### src/rtl/clock_pkg.sv
// Shared edit-mode encoding and default timing constants for the clock
// set/increment controller.
package clock_pkg;

  typedef enum logic [1:0] {
    MODE_RUN      = 2'd0,
    MODE_SET_HOUR = 2'd1,
    MODE_SET_MIN  = 2'd2
  } mode_t;

  localparam int DEBOUNCE_MS_DEF = 20;
  localparam int HOLD_MS_DEF     = 600;
  localparam int REPEAT_MS_DEF   = 150;
  localparam int BLINK_MS_DEF    = 500;
  localparam int TIMEOUT_S_DEF   = 10;

  function automatic int max2(input int a, input int b);
    return (a > b) ? a : b;
  endfunction

endpackage

### src/rtl/btn_debounce.sv
// Two-flop synchronizer plus tick-sampled debouncer for one raw button.
// 'toggled' pulses for one clk in the same cycle 'level' takes its new value.
module btn_debounce
  import clock_pkg::*;
#(
  parameter int DEBOUNCE_MS = DEBOUNCE_MS_DEF
) (
  input  logic clk,
  input  logic rst,
  input  logic tick_ms,
  input  logic btn,
  output logic level,
  output logic toggled
);

  localparam int CW = $clog2(DEBOUNCE_MS + 1);
  localparam logic [CW-1:0] CNT_LAST = CW'(DEBOUNCE_MS - 1);

  logic [1:0]    sync_q;
  logic [CW-1:0] cnt_q;

  always_ff @(posedge clk or posedge rst) begin
    if (rst) begin
      sync_q  <= '0;
      cnt_q   <= '0;
      level   <= 1'b0;
      toggled <= 1'b0;
    end else begin
      sync_q  <= {sync_q[0], btn};
      toggled <= 1'b0;
      // Only disagreeing samples advance; one agreeing sample restarts the run.
      if (tick_ms) begin
        if (sync_q[1] != level) begin
          if (cnt_q == CNT_LAST) begin
            level   <= sync_q[1];
            toggled <= 1'b1;
            cnt_q   <= '0;
          end else begin
            cnt_q <= cnt_q + 1'b1;
          end
        end else begin
          cnt_q <= '0;
        end
      end
    end
  end

endmodule

### src/rtl/set_ctrl.sv
// Clock-setting controller: set button cycles the edit mode, inc button
// advances hours/minutes with auto-repeat, digits blink while editing.
//
//   state          | meaning
//   MODE_RUN       | normal timekeeping, no edits, blink off
//   MODE_SET_HOUR  | inc advances hour digits, hour digits blink
//   MODE_SET_MIN   | inc advances minute digits, minute digits blink
module set_ctrl
  import clock_pkg::*;
#(
  parameter int DEBOUNCE_MS = DEBOUNCE_MS_DEF,
  parameter int HOLD_MS     = HOLD_MS_DEF,
  parameter int REPEAT_MS   = REPEAT_MS_DEF,
  parameter int BLINK_MS    = BLINK_MS_DEF,
  parameter int TIMEOUT_S   = TIMEOUT_S_DEF
) (
  input  logic       clk,
  input  logic       rst,
  input  logic       tick_ms,
  input  logic       sec_tick,
  input  logic       btn_set,
  input  logic       btn_inc,
  output logic [1:0] mode,
  output logic       inc_hour,
  output logic       inc_min,
  output logic       clr_sec,
  output logic       blink
);

  localparam int RW = $clog2(max2(HOLD_MS, REPEAT_MS) + 1);
  localparam int BW = $clog2(BLINK_MS + 1);
  localparam int TW = $clog2(TIMEOUT_S + 1);
  localparam logic [RW-1:0] HOLD_LAST  = RW'(HOLD_MS - 1);
  localparam logic [RW-1:0] RPT_LAST   = RW'(REPEAT_MS - 1);
  localparam logic [BW-1:0] BLINK_LAST = BW'(BLINK_MS - 1);
  localparam logic [TW-1:0] TO_LAST    = TW'(TIMEOUT_S - 1);

  mode_t         mode_q, mode_nxt;
  logic          set_level, set_edge, inc_level, inc_edge;
  logic          edit, set_fall, inc_rise, any_edge;
  logic          timeout_hit, rpt_fire, mode_chg, pulse;
  logic [RW-1:0] rpt_cnt_q;
  logic          rpt_armed_q;
  logic [BW-1:0] blink_cnt_q;
  logic [TW-1:0] to_cnt_q;

  btn_debounce #(.DEBOUNCE_MS(DEBOUNCE_MS)) u_db_set (
    .clk(clk), .rst(rst), .tick_ms(tick_ms), .btn(btn_set),
    .level(set_level), .toggled(set_edge)
  );

  btn_debounce #(.DEBOUNCE_MS(DEBOUNCE_MS)) u_db_inc (
    .clk(clk), .rst(rst), .tick_ms(tick_ms), .btn(btn_inc),
    .level(inc_level), .toggled(inc_edge)
  );

  always_ff @(posedge clk or posedge rst) begin
    if (rst) mode_q <= MODE_RUN;
    else     mode_q <= mode_nxt;
  end

  always_comb begin
    edit        = (mode_q == MODE_SET_HOUR) || (mode_q == MODE_SET_MIN);
    set_fall    = set_edge && !set_level;
    inc_rise    = inc_edge && inc_level;
    any_edge    = set_edge || inc_edge;
    timeout_hit = edit && sec_tick && !any_edge && (to_cnt_q == TO_LAST);
    rpt_fire    = edit && inc_level && tick_ms &&
                  (rpt_cnt_q == (rpt_armed_q ? RPT_LAST : HOLD_LAST));
    mode_nxt    = mode_q;
    case (mode_q)
      MODE_RUN:      if (set_fall) mode_nxt = MODE_SET_HOUR;
      MODE_SET_HOUR: if (set_fall) mode_nxt = MODE_SET_MIN;
                     else if (timeout_hit) mode_nxt = MODE_RUN;
      MODE_SET_MIN:  if (set_fall || timeout_hit) mode_nxt = MODE_RUN;
      default:       mode_nxt = MODE_RUN;
    endcase
    mode_chg = (mode_nxt != mode_q);
    // A mode change in the same cycle swallows the increment.
    pulse    = edit && !mode_chg && (inc_rise || rpt_fire);
  end

  assign mode = edit ? mode_q : MODE_RUN;

  always_ff @(posedge clk or posedge rst) begin
    if (rst) begin
      inc_hour    <= 1'b0;
      inc_min     <= 1'b0;
      clr_sec     <= 1'b0;
      blink       <= 1'b0;
      rpt_cnt_q   <= '0;
      rpt_armed_q <= 1'b0;
      blink_cnt_q <= '0;
      to_cnt_q    <= '0;
    end else begin
      inc_hour <= pulse && (mode_q == MODE_SET_HOUR);
      inc_min  <= pulse && (mode_q == MODE_SET_MIN);
      clr_sec  <= pulse;

      if (!edit || !inc_level || mode_chg) begin
        rpt_cnt_q   <= '0;
        rpt_armed_q <= 1'b0;
      end else if (rpt_fire) begin
        rpt_cnt_q   <= '0;
        rpt_armed_q <= 1'b1;
      end else if (tick_ms) begin
        rpt_cnt_q <= rpt_cnt_q + 1'b1;
      end

      if (!edit || any_edge || mode_chg) to_cnt_q <= '0;
      else if (sec_tick)                 to_cnt_q <= to_cnt_q + 1'b1;

      // Each increment relights the digits and restarts the blink phase.
      if (!edit || mode_chg || pulse) begin
        blink       <= 1'b0;
        blink_cnt_q <= '0;
      end else if (tick_ms) begin
        if (blink_cnt_q == BLINK_LAST) begin
          blink       <= ~blink;
          blink_cnt_q <= '0;
        end else begin
          blink_cnt_q <= blink_cnt_q + 1'b1;
        end
      end
    end
  end

endmodule

### config.mk
export PLATFORM = sky130hd
export DESIGN_NAME = set_ctrl
export DESIGN_NICKNAME = d
export VERILOG_FILES = /design/src/rtl/clock_pkg.sv /design/src/rtl/btn_debounce.sv /design/src/rtl/set_ctrl.sv
export SDC_FILE = /design/constraint.sdc
export NUM_CORES = 1
export LEC_CHECK = 0
export BUFFER_PORTS_ARGS = -buffer_cell sky130_fd_sc_hd__buf_2
export CORE_MARGIN = 10
export CORE_UTILIZATION = 50
export DETAILED_ROUTE_END_ITERATION = 12
export HOLD_SLACK_MARGIN = 0.03
export MAX_ROUTING_LAYER = met4
export PLACE_DENSITY_LB_ADDON = 0.25
export SETUP_SLACK_MARGIN = 0.4
export SKIP_CTS_REPAIR_TIMING = 1
export SKIP_LAST_GASP = 1
export SLEW_MARGIN = 30
export SYNTH_ARGS = -nofsm -noshare
export SYNTH_HDL_FRONTEND = slang
export SYNTH_SLANG_ARGS = --single-unit
### constraint.sdc
create_clock -name clk -period 5 [get_ports clk]
set_input_delay 0 -clock clk [delete_from_list [all_inputs] [get_ports clk]]
set_output_delay 0 -clock clk [all_outputs]
set_load 0.01 [all_outputs]
# Yosys cells after proc, flatten, opt, wreduce, memory -nomap -nowiden

Cells that the tools add are included.
Widths: inputs -> output; s select.

Register bits after elaboration: 48
Input port bits: 6
Output and inout bits: 6

$add $sub $neg: 5
Equality and inequality tests: 10
Muxes and demuxes: 30
Bitwise gates (word level): 1
Reductions and logical operators: 36

Operator list:

| operator              | number |
|---|---|
| $mux 10               | 4 |
| $mux 9                | 3 |
| $mux 5                | 4 |
| $logic_and 1x1->1     | 12 |
| $mux 1                | 11 |
| $add 10x1->10 const B | 1 |
| $add 5x1->5 const B   | 2 |
| $eq 10x10->1          | 1 |
| $eq 5x5->1 const B    | 2 |
| $logic_or 1x1->1      | 10 |
| $mux 2                | 5 |
| $add 9x1->9 const B   | 1 |
| $eq 9x9->1 const B    | 1 |
| $mux 4                | 2 |
| $reduce_bool 2->1     | 4 |
| $pmux 2 s3            | 1 |
| $reduce_and 3->1      | 2 |
| $logic_not 1->1       | 5 |
| $add 4x1->4 const B   | 1 |
| $eq 4x4->1 const B    | 1 |
| $reduce_bool 3->1     | 1 |
| $eq 2x1->1 const B    | 1 |
| $eq 2x2->1 const B    | 1 |
| $logic_not 2->1       | 1 |
| 4 further kinds       | 5 |

# Logic depth before layout (Yosys ltp)

Gate-level depths: netlist of run 1.

Depth in word-level cells: 15
Gate-level depth with buffers: 9

# Cells and area by module

Synthesis of run 1 repeated with hierarchy kept, for this count alone.

Cell total of the unflattened synthesis: 266
Area, all modules: 2753.9 µm²

Modules (own cells, without submodules):

| module       | times used | cells each | area an instance (µm²) | sequential area each (µm²) |
|---|---|---|---|---|
| set_ctrl     | 1          | 196        | 1913.1                 | 750.7 |
| btn_debounce | 2          | 35         | 420.4                  | 225.2 |

# Worst setup path before layout of run 1

OpenSTA, ideal clock, no wires.

Path kind: register -> register
Start: register mode_q[0]
End: register rpt_cnt_q[7]
Arrival: 2.661 ns
Required time: 4.933 ns
Setup slack: 2.272 ns
Cell stages (with the launch flop): 10
Path buffers: 1
Clock period less this slack: 2.728 ns
Cell sequence: dfrtp_1 > inv_1 > ha_1 > and4b_1 > and4b_4 > o31a_1 > or4_1 > clkbuf_2 > or4_1 > nand2_1

Cells in the longest elaborated chain, start to end: 11
Elaborated cells between the ends (all ways): 23
Classes of those cells: eq/ne: 3; mux: 7; reduce/logical: 13

Ends and longest elaborated chain:

| item                                                          | RTL line                       | source |
|---|---|---|
| start, declared                                               | set_ctrl.sv:38                 | `mode_t mode_q, mode_nxt;` |
| start signal, assigned                                        | set_ctrl.sv:59                 | `else mode_q <= mode_nxt;` |
| $eq 2x1->1 or $eq 2x2->1 (tied branches)                      | set_ctrl.sv:63, set_ctrl.sv:71 |  |
| $logic_or 1x1->1                                              | set_ctrl.sv:63                 | `edit = (mode_q == MODE_SET_HOUR) \|\| (mode_q == MODE_SET_MIN);` |
| $logic_and 1x1->1 (3 in a row)                                | set_ctrl.sv:67                 | `timeout_hit = edit && sec_tick && !any_edge && (to_cnt_q == TO_LAST);` |
| $mux 2 or $logic_or 1x1->1 (tied branches)                    | set_ctrl.sv:74, set_ctrl.sv:75 |  |
| $mux 2, on equally long branches                              | set_ctrl.sv:73, set_ctrl.sv:75 |  |
| $pmux 2 s3                                                    | set_ctrl.sv:71                 | `case (mode_q)` |
| $ne 2x2->1                                                    | set_ctrl.sv:78                 | `mode_chg = (mode_nxt != mode_q);` |
| $logic_or 1x1->1                                              | set_ctrl.sv:100                | `if (!edit \|\| !inc_level \|\| mode_chg) begin` |
| $reduce_bool 3->1 (no source line) or $mux 10 (tied branches) | n/a                            |  |
| end signal, assigned                                          | set_ctrl.sv:107                | `rpt_cnt_q <= rpt_cnt_q + 1'b1;` |
| end, declared                                                 | set_ctrl.sv:42                 | `logic [RW-1:0] rpt_cnt_q;` |

Parallel ways exist; a longest one is shown, timed or not.
A chain may end at the register's enable or synchronous reset.

# Final worst setup path of run 1

Start: register mode_q[0]
End: register rpt_cnt_q[6]

The elaborated chain is that of the path after synthesis.

==> results_dict.tcl, run 1 <==
set metrics [dict create \
    drive_gt1_frac 0.0952 \
    syn_avg_cell_area_um2 9.63 \
    irDropWorstVdd_mv 0.209 \
    setup_viol_count_final 0 \
    synth_warnings 0 \
    postSynthCellCount 255 \
    drtPass1Iterations 5 \
    wl_per_cell_um 13.3 \
    fp.coreArea_mm2 0.00475 \
    crit_arrival_ns 3.22 \
    syn2layout_area_growth_pct 11.1 \
    worstSetupStartpointType "flop" \
    fmax_mhz 336 \
    rsz0062_at_grt "no" \
    syn-num-nets 271 \
    final_util 0.574 \
    totalWireLength_mm 4.51 \
    cp_cell_sequence "inv_1, ha_1, and4b_1, and4b_4, o31a_1, or4_1, or4_1, nand2_1" \
    die_w_um 90.1 \
    post-route-drc-count 0 \
    r2r_slack_ns 2.02 \
    placementRows 25 \
    hold_viol_final 0 \
    rr_endpoint "rpt_cnt_q[6]" \
    htree_levels 2 \
    postPlaceCellArea_mm2 0.00258 \
    fin_tns_setup_ns 0 \
    path_clk_slew_ns 0.09 \
    placement.io_buffers 11 \
    clock_skew_ns 0.00433 \
    maxCapViolCount 0 \
    synth_top_area_share 0.489 \
    crit_required_ns 5.24 \
    insertion_delay_ns 0.30 \
    dieArea_mm2 0.00811 \
    grt_max_degree 49 \
    critPathKind "flop to flop" \
    period_share 0.596 \
    path_buf_inv 1 \
    grt-ovfl-total 0 \
    finalCriticalPeriod_ns 2.98 \
    fill_cells 421 \
    cts_buffer_depth 2 \
    regArea_mm2 0.00120 \
    n_antenna_cell 0 \
    ys_types 42 \
    nets 288 \
    multi_input_area_mm2 0.00119 \
    endpoint_kind "flop" \
    yosys-top-cells-area "dfrtp_1, ha_1, nor2_1" \
    synth_top_flop_cell "dfrtp_1" \
    die_h_um 90.1 \
    synth_edf_count 0 \
    drt_iter0_markers 63 \
    yosys.area.top_type "dfrtp_1" \
    netlist_area_mm2 0.00245 \
    cellPowerDensity_mw_per_mm2 316 \
    final_cell_area_mm2 0.00273 \
    layout_setup_ws_ns 2.02 \
    initial_core_util 0.516 \
    slew_headroom 0.581 \
    path_common_cell "or4_1" \
    cts_tree "yes" \
    gp_congestion 0.868 \
    gr-usage-all-layers 0.120 \
    slowest_stage "or4_1" \
    synth_seq_area_share 0.489 \
    critPathLaunch "mode_q[0]" \
    pin_count 12 \
    cpLargestDelayFamily "simple AND/OR/NAND/NOR gates" \
    maxSlewViolCount 0 \
    grt_pass1_wl_mm 8.21 \
    r2r_start "mode_q[0]" \
    worstSetupEndpoint "rpt_cnt_q[6]" \
    ant_nets 0 \
    cts_buffers 5 \
    cts.sinks 48 \
    synth-seq-cells 48 \
    antenna_found_initial 0 \
    place_ws_ns 2.03 \
    path_depth 8 \
    holdWs_ns 0.282 \
    max_stage_delay_ns 0.69 \
    cts_root_buf "clkbuf_8" \
    p_leak_nw 1.22 \
    synthArstFlopShare 1.00 \
    hpwl_mm 3.19 \
    hp-class "input pin to flop" \
    grt_pass1_vias 1807 \
    via_per_inst 5.47 \
    outcome "finished clean" \
    num_vias 1860 \
    worstMarginPinSlew_ns 0.629 \
    ff2ff_path_depth 8 \
    path_max_fanout 8 \
]
-- worst min path at each step --
stage	start	end	cells past startpoint	slack (ns)
after CTS	rst	u_db_set.sync_q[0]	2	-0.21
after global placement	btn_inc	u_db_inc.sync_q[0]	1	0.11
after global routing	tick_ms	u_db_set.cnt_q[3]	3	0.32
final	tick_ms	u_db_set.cnt_q[1]	3	0.28
after detailed placement	rst	u_db_set.sync_q[0]	2	0.11
after floorplan	btn_inc	u_db_inc.sync_q[0]	0	0.03
-- where the power goes --
part | total [mW] | internal [mW] | switching (mW)
clock | 0.273 | 0.148 | 0.125
combinational | 0.143 | 0.0575 | 0.0852
sequential | 0.446 | 0.415 | 0.0302
-- kinds of logic (layout without fill, tap and decap cells) --
| family | Yosys count | in the layout | synth area share |
|---|---|---|---|
| flip-flops | 48 | 48 | 0.489 |
| XOR/XNOR | 13 | 13 | 0.0464 |
| adder cells (fa/ha/maj) | 10 | 10 | 0.0510 |
| multiplexers | 5 | 5 | 0.0219 |
| AND/OR/NAND/NOR | 116 | 116 | 0.255 |
| buffers and inverters | 17 | 35 | 0.0265 |
| AO/OA/AOI/OAI | 46 | 46 | 0.110 |
-- layout make-up --
type | instances | share of cell area
Inverter | 11 | 0.0161
Clock buffer | 6 | 0.0266
Clock inverter | 2 | 0.0128
Timing Repair Buffer | 16 | 0.0376
Tap cell | 67 | 0.0307
Sequential cell | 48 | 0.440
Multi-Input combinational cell | 190 | 0.436
-- cell usage after synthesis (2+ instances only) --
cell      count
dfrtp_1      48
nor2_1       28
nand2_1      18
a21oi_1      17
o21ai_0      17
and3_1       12
inv_1        11
nand4_1      11
ha_1         10
nand3_1       9
xor2_1        9
nor3_1        6
or3_1         5
or4_1         5
clkbuf_1      4
xnor2_1       4
and2_1        3
mux2_2        3
nand2b_1      3
nand3b_1      3
nor2b_1       3
o211ai_1      3
and4b_1       2
mux2i_1       2
nor4_1        2
-- registers in the layout (all words and copies together), names as in the netlist, 2 cells and up --
register	cells
mode_q	2
rpt_cnt_q	10
u_db_inc.sync_q	2
to_cnt_q	4
u_db_set.cnt_q	5
u_db_set.sync_q	2
u_db_inc.cnt_q	5
blink_cnt_q	9
-- cell usage in the layout (no fill, tap or decap), drive strengths merged, types with 5 or more instances in the layout --
cell type / n
nor3: 6
nand4: 11
nand3: 9
buf: 12
and3: 12
inv: 11
nand2: 18
or4: 5
nor2: 28
or3: 6
dfrtp: 48
clkbuf: 6
a21oi: 17
o21ai: 17
xor2: 9
ha: 10
-- layer usage --
layer  wire, µm  global-route usage
met1       2180               0.149
met5          0                   -
met3        182              0.0341
met4         40              0.0305
met2       2110               0.187
-- worst reg2reg max path, delay by kind of cell (launching register included) --
family	cells	cell delay [ns]
simple gates	5	1.74
buf+inv	1	0.11
flops	1	0.44
compound gates	1	0.28
fa+ha+maj	1	0.36
-- metrics by stage --
step	cells	total power, mW
final	340	0.861
after CTS	336	0.869
after floorplan	255	0.554
after global routing	340	0.918
after global placement	328	0.587
after detailed placement	328	0.595
Note: power is estimated with default switching activity, not from simulation.
==> inputs of run 2 (changes only) <==
==> constraint.sdc (replaced) <==
create_clock -name clk -period 2.9 [get_ports clk]
set_input_delay 0 -clock clk [delete_from_list [all_inputs] [get_ports clk]]
set_output_delay 0 -clock clk [all_outputs]
set_load 0.01 [all_outputs]
==> run 2 against run 1 <==
Net effect:
- cell area is 2.9% higher
- count of clock-buffer cells in the layout is 1 lower
- via count is 2.3% higher
- sequential power is 73% higher
- die area stayed put
- cell count is 1.5% higher
- flip-flop and latch count stayed put
- power is 79% higher
- hold slack worse by 0.022 ns
- non-clock buffer count is 5 higher
- clock power is 76% higher
- critical endpoint unchanged
==> results_dict.tcl, run 2 (synthesized netlist as in run 1, its figures left out) <==
set metrics [dict create \
    outcome "finished clean" \
    rr_endpoint "rpt_cnt_q[6]" \
    totalWireLength_mm 4.60 \
    cts_root_buf "clkbuf_8" \
    fill_cells 413 \
    slew_headroom 0.568 \
    drt_iter0_markers 66 \
    drtPass1Iterations 4 \
    wl_per_cell_um 13.3 \
    final_common_cell "dfrtp_1" \
    crit_required_ns 3.14 \
    pin_count 12 \
    r2r_start "mode_q[1]" \
    highest_layer "met4" \
    p_leak_nw 1.25 \
    met1Wirelength_mm 2.24 \
    gp_congestion 0.875 \
    maxSlewViolCount 0 \
    dieArea_mm2 0.00811 \
    ant_nets 0 \
    rsz0062_at_grt "yes" \
    grt_max_degree 49 \
    placementRows 25 \
    cts_buffer_depth 2 \
    die_w_um 90.1 \
    mostFrequentLayoutCells "dfrtp_1, nor2_1, a21oi_1, o21ai_0, nand2_1" \
    met2_length_mm 2.15 \
    maxCapViolCount 0 \
    ff2ff_path_depth 8 \
    cts.sinks 48 \
    cts_buffers 5 \
    drive_gt1_frac 0.155 \
    cellPowerDensity_mw_per_mm2 548 \
    die_h_um 90.1 \
    grt-ovfl-total 0 \
    insertion_delay_ns 0.30 \
    nets 293 \
    met3_wirelength_um 140 \
    layout_setup_ws_ns 0.316 \
    hp-class "input pin to flop" \
    min_to "u_db_set.cnt_q[3]" \
    hold_viol_final 0 \
    initial_core_util 0.516 \
    critPathKind "flop to flop" \
    irDropWorstVdd_mv 0.265 \
    r2r_slack_ns 0.32 \
    path_clk_slew_ns 0.09 \
    placement.io_buffers 11 \
    gr-usage-all-layers 0.117 \
    antenna_found_initial 0 \
    min-delay-start "tick_ms" \
    place_ws_ns 0.181 \
    period_share 0.891 \
    largest_reg_flops 10 \
    crit_arrival_ns 2.82 \
    cts_tree "yes" \
    grt_pass1_wl_mm 7.88 \
    worstSetupStartpointType "flop" \
    worstMarginPinSlew_ns 0.648 \
    htree_levels 2 \
    fp.coreArea_mm2 0.00475 \
    hold_depth 3 \
    n_antenna_cell 0 \
    fin_tns_setup_ns 0 \
    path_max_fanout 7 \
    grt_pass1_vias 1707 \
    fmax_mhz 387 \
    endpoint_kind "flop" \
    hpwl_mm 3.11 \
    setup_viol_count_final 0 \
    num_vias 1902 \
    clock_skew_ns 0.00702 \
    largestRegisters "rpt_cnt_q x10, blink_cnt_q x9" \
    via_per_inst 5.51 \
    syn2layout_area_growth_pct 14.4 \
    finalCriticalPeriod_ns 2.58 \
    post-route-drc-count 0 \
    regMostFlops "rpt_cnt_q" \
]
==> run 2: cell types whose count changed in the layout (fill, tap and decap cells not counted), sizes merged <==
cell and change:
buf +5, clkbuf -1, clkinvlp +1
==> run 2: report_power, final <==
group | total, mW | switching (mW) | internal [mW] | leakage, nW
Sequential | 0.771 | 0.0539 | 0.718 | 0.652
Clock | 0.481 | 0.226 | 0.255 | 0.0541
Combinational | 0.286 | 0.162 | 0.124 | 0.546
==> run 2: critical path, stage by stage (launching register included) <==
cell     delay, ns
dfrtp_2       0.45
inv_2         0.10
ha_4          0.22
and4b_1       0.20
and4b_4       0.18
o31a_1        0.28
or4_4         0.59
or4_4         0.43
nand2_2       0.06
==> run 2: how the worst max path moves through the flow <==
stage / start / endpoint / cells after the start
6_report: mode_q[1] / rpt_cnt_q[6] / 8
5_1_grt: mode_q[1] / rpt_cnt_q[6] / 8
4_1_cts: mode_q[1] / rpt_cnt_q[5] / 8
3_5_place_dp: mode_q[1] / rpt_cnt_q[5] / 8
3_3_place_gp: mode_q[1] / rpt_cnt_q[6] / 8
2_1_floorplan: mode_q[1] / rpt_cnt_q[7] / 9
==> run 2: through the flow <==
stage / cells / util / cell area [µm²] / hold WS, ns / total power, mW
finish: 345 / 0.591 / 2810 / 0.260 / 1.54
global route: 345 / 0.591 / 2810 / 0.305 / 1.64
CTS: 336 / 0.567 / 2700 / -0.223 / 1.51
detailed placement: 328 / 0.544 / 2590 / 0.110 / 1.02
global placement: 328 / 0.543 / 2580 / 0.109 / 1.01
floorplan: 255 / - / 2470 / 0.0314 / 0.955
==> run 2: final cells by class <==
class                   instances  area, µm²  area share
clock inverters                 3       42.5      0.0152
inverters                      11       43.8      0.0156
multi-input cells             190       1220       0.436
repair buffers                 21        140      0.0499
clock buffers                   5       68.8      0.0245
flip-flops and latches         48       1200       0.429
well taps                      67       83.8      0.0299
==> run 2: per-layer routing <==
metal	vias to the layer above	track usage
met5	-	-
met4	0	0.0517
met3	6	0.0324
met2	27	0.177
met1	913	0.143
li1	956	-
==> inputs of run 3 (changes only) <==
--- a/config.mk
+++ b/config.mk
@@ -12,6 +12,7 @@
 export HOLD_SLACK_MARGIN = 0.03
 export MAX_ROUTING_LAYER = met4
 export PLACE_DENSITY_LB_ADDON = 0.25
+export RECOVER_POWER = 25
 export SETUP_SLACK_MARGIN = 0.4
 export SKIP_CTS_REPAIR_TIMING = 1
 export SKIP_LAST_GASP = 1
==> run 3 against run 2 <==
Net effect:
- the run now ends with capacitance limit, slew limit left
- maximum frequency about the same
- routed wire length up 0.11%
- register-to-register slack about the same
- count of clock-buffer cells in the layout unchanged
- die area unchanged
- setup slack about the same
- combinational power about the same
- hold slack better by 0.0013 ns
- cell area about the same
- global-route usage unchanged
- core utilization down 0.053 points
- critical endpoint unchanged
- highest routed layer unchanged
==> results_dict.tcl, run 3 (synthesized netlist as in run 1, its figures left out) <==
set metrics [dict create \
    outcome "complete, but fails checks" \
    violations "capacitance limit, slew limit" \
    finalCriticalPeriod_ns 2.58 \
    hp-class "input pin to flop" \
    period_share 0.891 \
    ant_nets 0 \
    crit_arrival_ns 2.82 \
    cp_cell_sequence "inv_2, ha_4, and4b_1, and4b_4, o31a_1, or4_4, or4_4, nand2_2" \
    path_clk_slew_ns 0.09 \
    post-route-drc-count 0 \
    grt-ovfl-total 0 \
    use_met2 0.177 \
    mostFrequentLayoutCells "dfrtp_1, nor2_1, a21oi_1, o21ai_0, nand2_1" \
    wl_per_cell_um 13.4 \
    die_w_um 90.1 \
    totalWireLength_mm 4.61 \
    irDropWorstVdd_mv 0.265 \
    rr_endpoint "rpt_cnt_q[6]" \
    placement.io_buffers 11 \
    insertion_delay_ns 0.30 \
    regMostFlops "rpt_cnt_q" \
    p_leak_nw 1.25 \
    clock_skew_ns 0.00700 \
    dieArea_mm2 0.00811 \
    path_max_fanout 7 \
    largest_reg_flops 10 \
    critPathKind "flop to flop" \
    grt_max_degree 49 \
    worstSetupEndpoint "rpt_cnt_q[6]" \
    syn2layout_area_growth_pct 14.3 \
    max_stage_delay_ns 0.59 \
    post-place-cells 328 \
    worstMarginPinSlew_ns 1.72 \
    final_common_cell "dfrtp_1" \
    via_per_inst 5.50 \
    die_h_um 90.1 \
    rsz0062_at_grt "yes" \
    endpoint_kind "flop" \
    gr-usage-met1 0.143 \
    cts_buffer_depth 2 \
    fp.coreArea_mm2 0.00475 \
    critPathLaunch "mode_q[1]" \
    hold_viol_final 0 \
    cts_root_buf "clkbuf_8" \
    n_antenna_cell 0 \
    initial_core_util 0.516 \
    maxSlewViolCount 49 \
    fmax_mhz 387 \
    worstSetupStartpointType "flop" \
    cts_tree "yes" \
    nets 293 \
    grt_busiest_layer "met2" \
    gr-usage-all-layers 0.117 \
    htree_levels 2 \
    gp_congestion 0.875 \
    r2r_start "mode_q[1]" \
    pin_count 12 \
    antenna_found_initial 0 \
    drt_iter0_markers 65 \
    hpwl_mm 3.11 \
    ff2ff_path_depth 8 \
    holdWs_ns 0.262 \
    path_common_cell "or4_4" \
    grtUsageMet3 0.0324 \
    grt_pass1_vias 1707 \
    slew_headroom -0.150 \
    cts_buffers 5 \
    cts.sinks 48 \
    largestRegisters "rpt_cnt_q x10, blink_cnt_q x9" \
    placementRows 25 \
    drtPass1Iterations 4 \
    crit_required_ns 3.14 \
    setup_viol_count_final 0 \
    cellPowerDensity_mw_per_mm2 548 \
    maxCapViolCount 1 \
    grt_pass1_wl_mm 7.88 \
    slowest_stage "or4_4" \
    num_vias 1899 \
    fin_tns_setup_ns 0 \
    fin_cells 345 \
    drive_gt1_frac 0.151 \
    r2r_slack_ns 0.32 \
]
-- run 3: cell types whose count changed in the layout (fill, tap and decap cells not counted) --
cell and change:
inv_4 -1, inv_1 +1
-- run 3: power by group --
part	switching, mW	internal, mW
registers	0.0539	0.718
clock network	0.226	0.255
logic	0.161	0.124
total	0.442	1.10
-- run 3: metal layers --
metal | part of all wire | vias to the layer above
met3 | 0.028 | 6
li1 | - | 955
met1 | 0.49 | 914
met5 | 0 | -
met2 | 0.47 | 24
met4 | 0.016 | 0
-- run 3: worst min-delay path by stage --
| stage | from | to | cells past startpoint | slack (ns) |
|---|---|---|---|---|
| after CTS | rst | rpt_cnt_q[9] | 2 | -0.22 |
| after detailed placement | rst | blink_cnt_q[7] | 2 | 0.11 |
| final | tick_ms | u_db_set.cnt_q[3] | 3 | 0.26 |
| after global routing | tick_ms | u_db_set.cnt_q[1] | 3 | 0.31 |
| after floorplan | btn_inc | u_db_inc.sync_q[0] | 0 | 0.03 |
| after global placement | btn_inc | u_db_inc.sync_q[0] | 1 | 0.11 |
-- run 3: per-stage QoR --
| step | setup slack [ns] | total power [mW] | utilization | area, µm² |
|---|---|---|---|---|
| floorplan | 0.348 | 0.955 | - | 2470 |
| detailed placement | 0.181 | 1.02 | 0.544 | 2590 |
| CTS | 0.149 | 1.51 | 0.567 | 2700 |
| global route | 0.233 | 1.64 | 0.590 | 2810 |
| finish | 0.316 | 1.54 | 0.590 | 2810 |
| global placement | 0.242 | 1.01 | 0.543 | 2580 |
-- run 3: worst max-delay path, delay by kind of cell, from the launching register on --
family                     cells  cell delay (ns)
and+or+nand+nor                5             1.46
AOI/OAI and AO/OA              1             0.28
buffers and inverters          1             0.10
adders and majority gates      1             0.22
DFF                            1             0.45
-- run 3: layout make-up --
| class | count | area [µm²] |
|---|---|---|
| Tap cell | 67 | 83.8 |
| Clock buffer | 5 | 68.8 |
| Inverter | 11 | 41.3 |
| Timing Repair Buffer | 21 | 140 |
| Clock inverter | 3 | 42.5 |
| Multi-Input combinational cell | 190 | 1220 |
| Sequential cell | 48 | 1200 |
| Fill cell | 414 | 1950 |
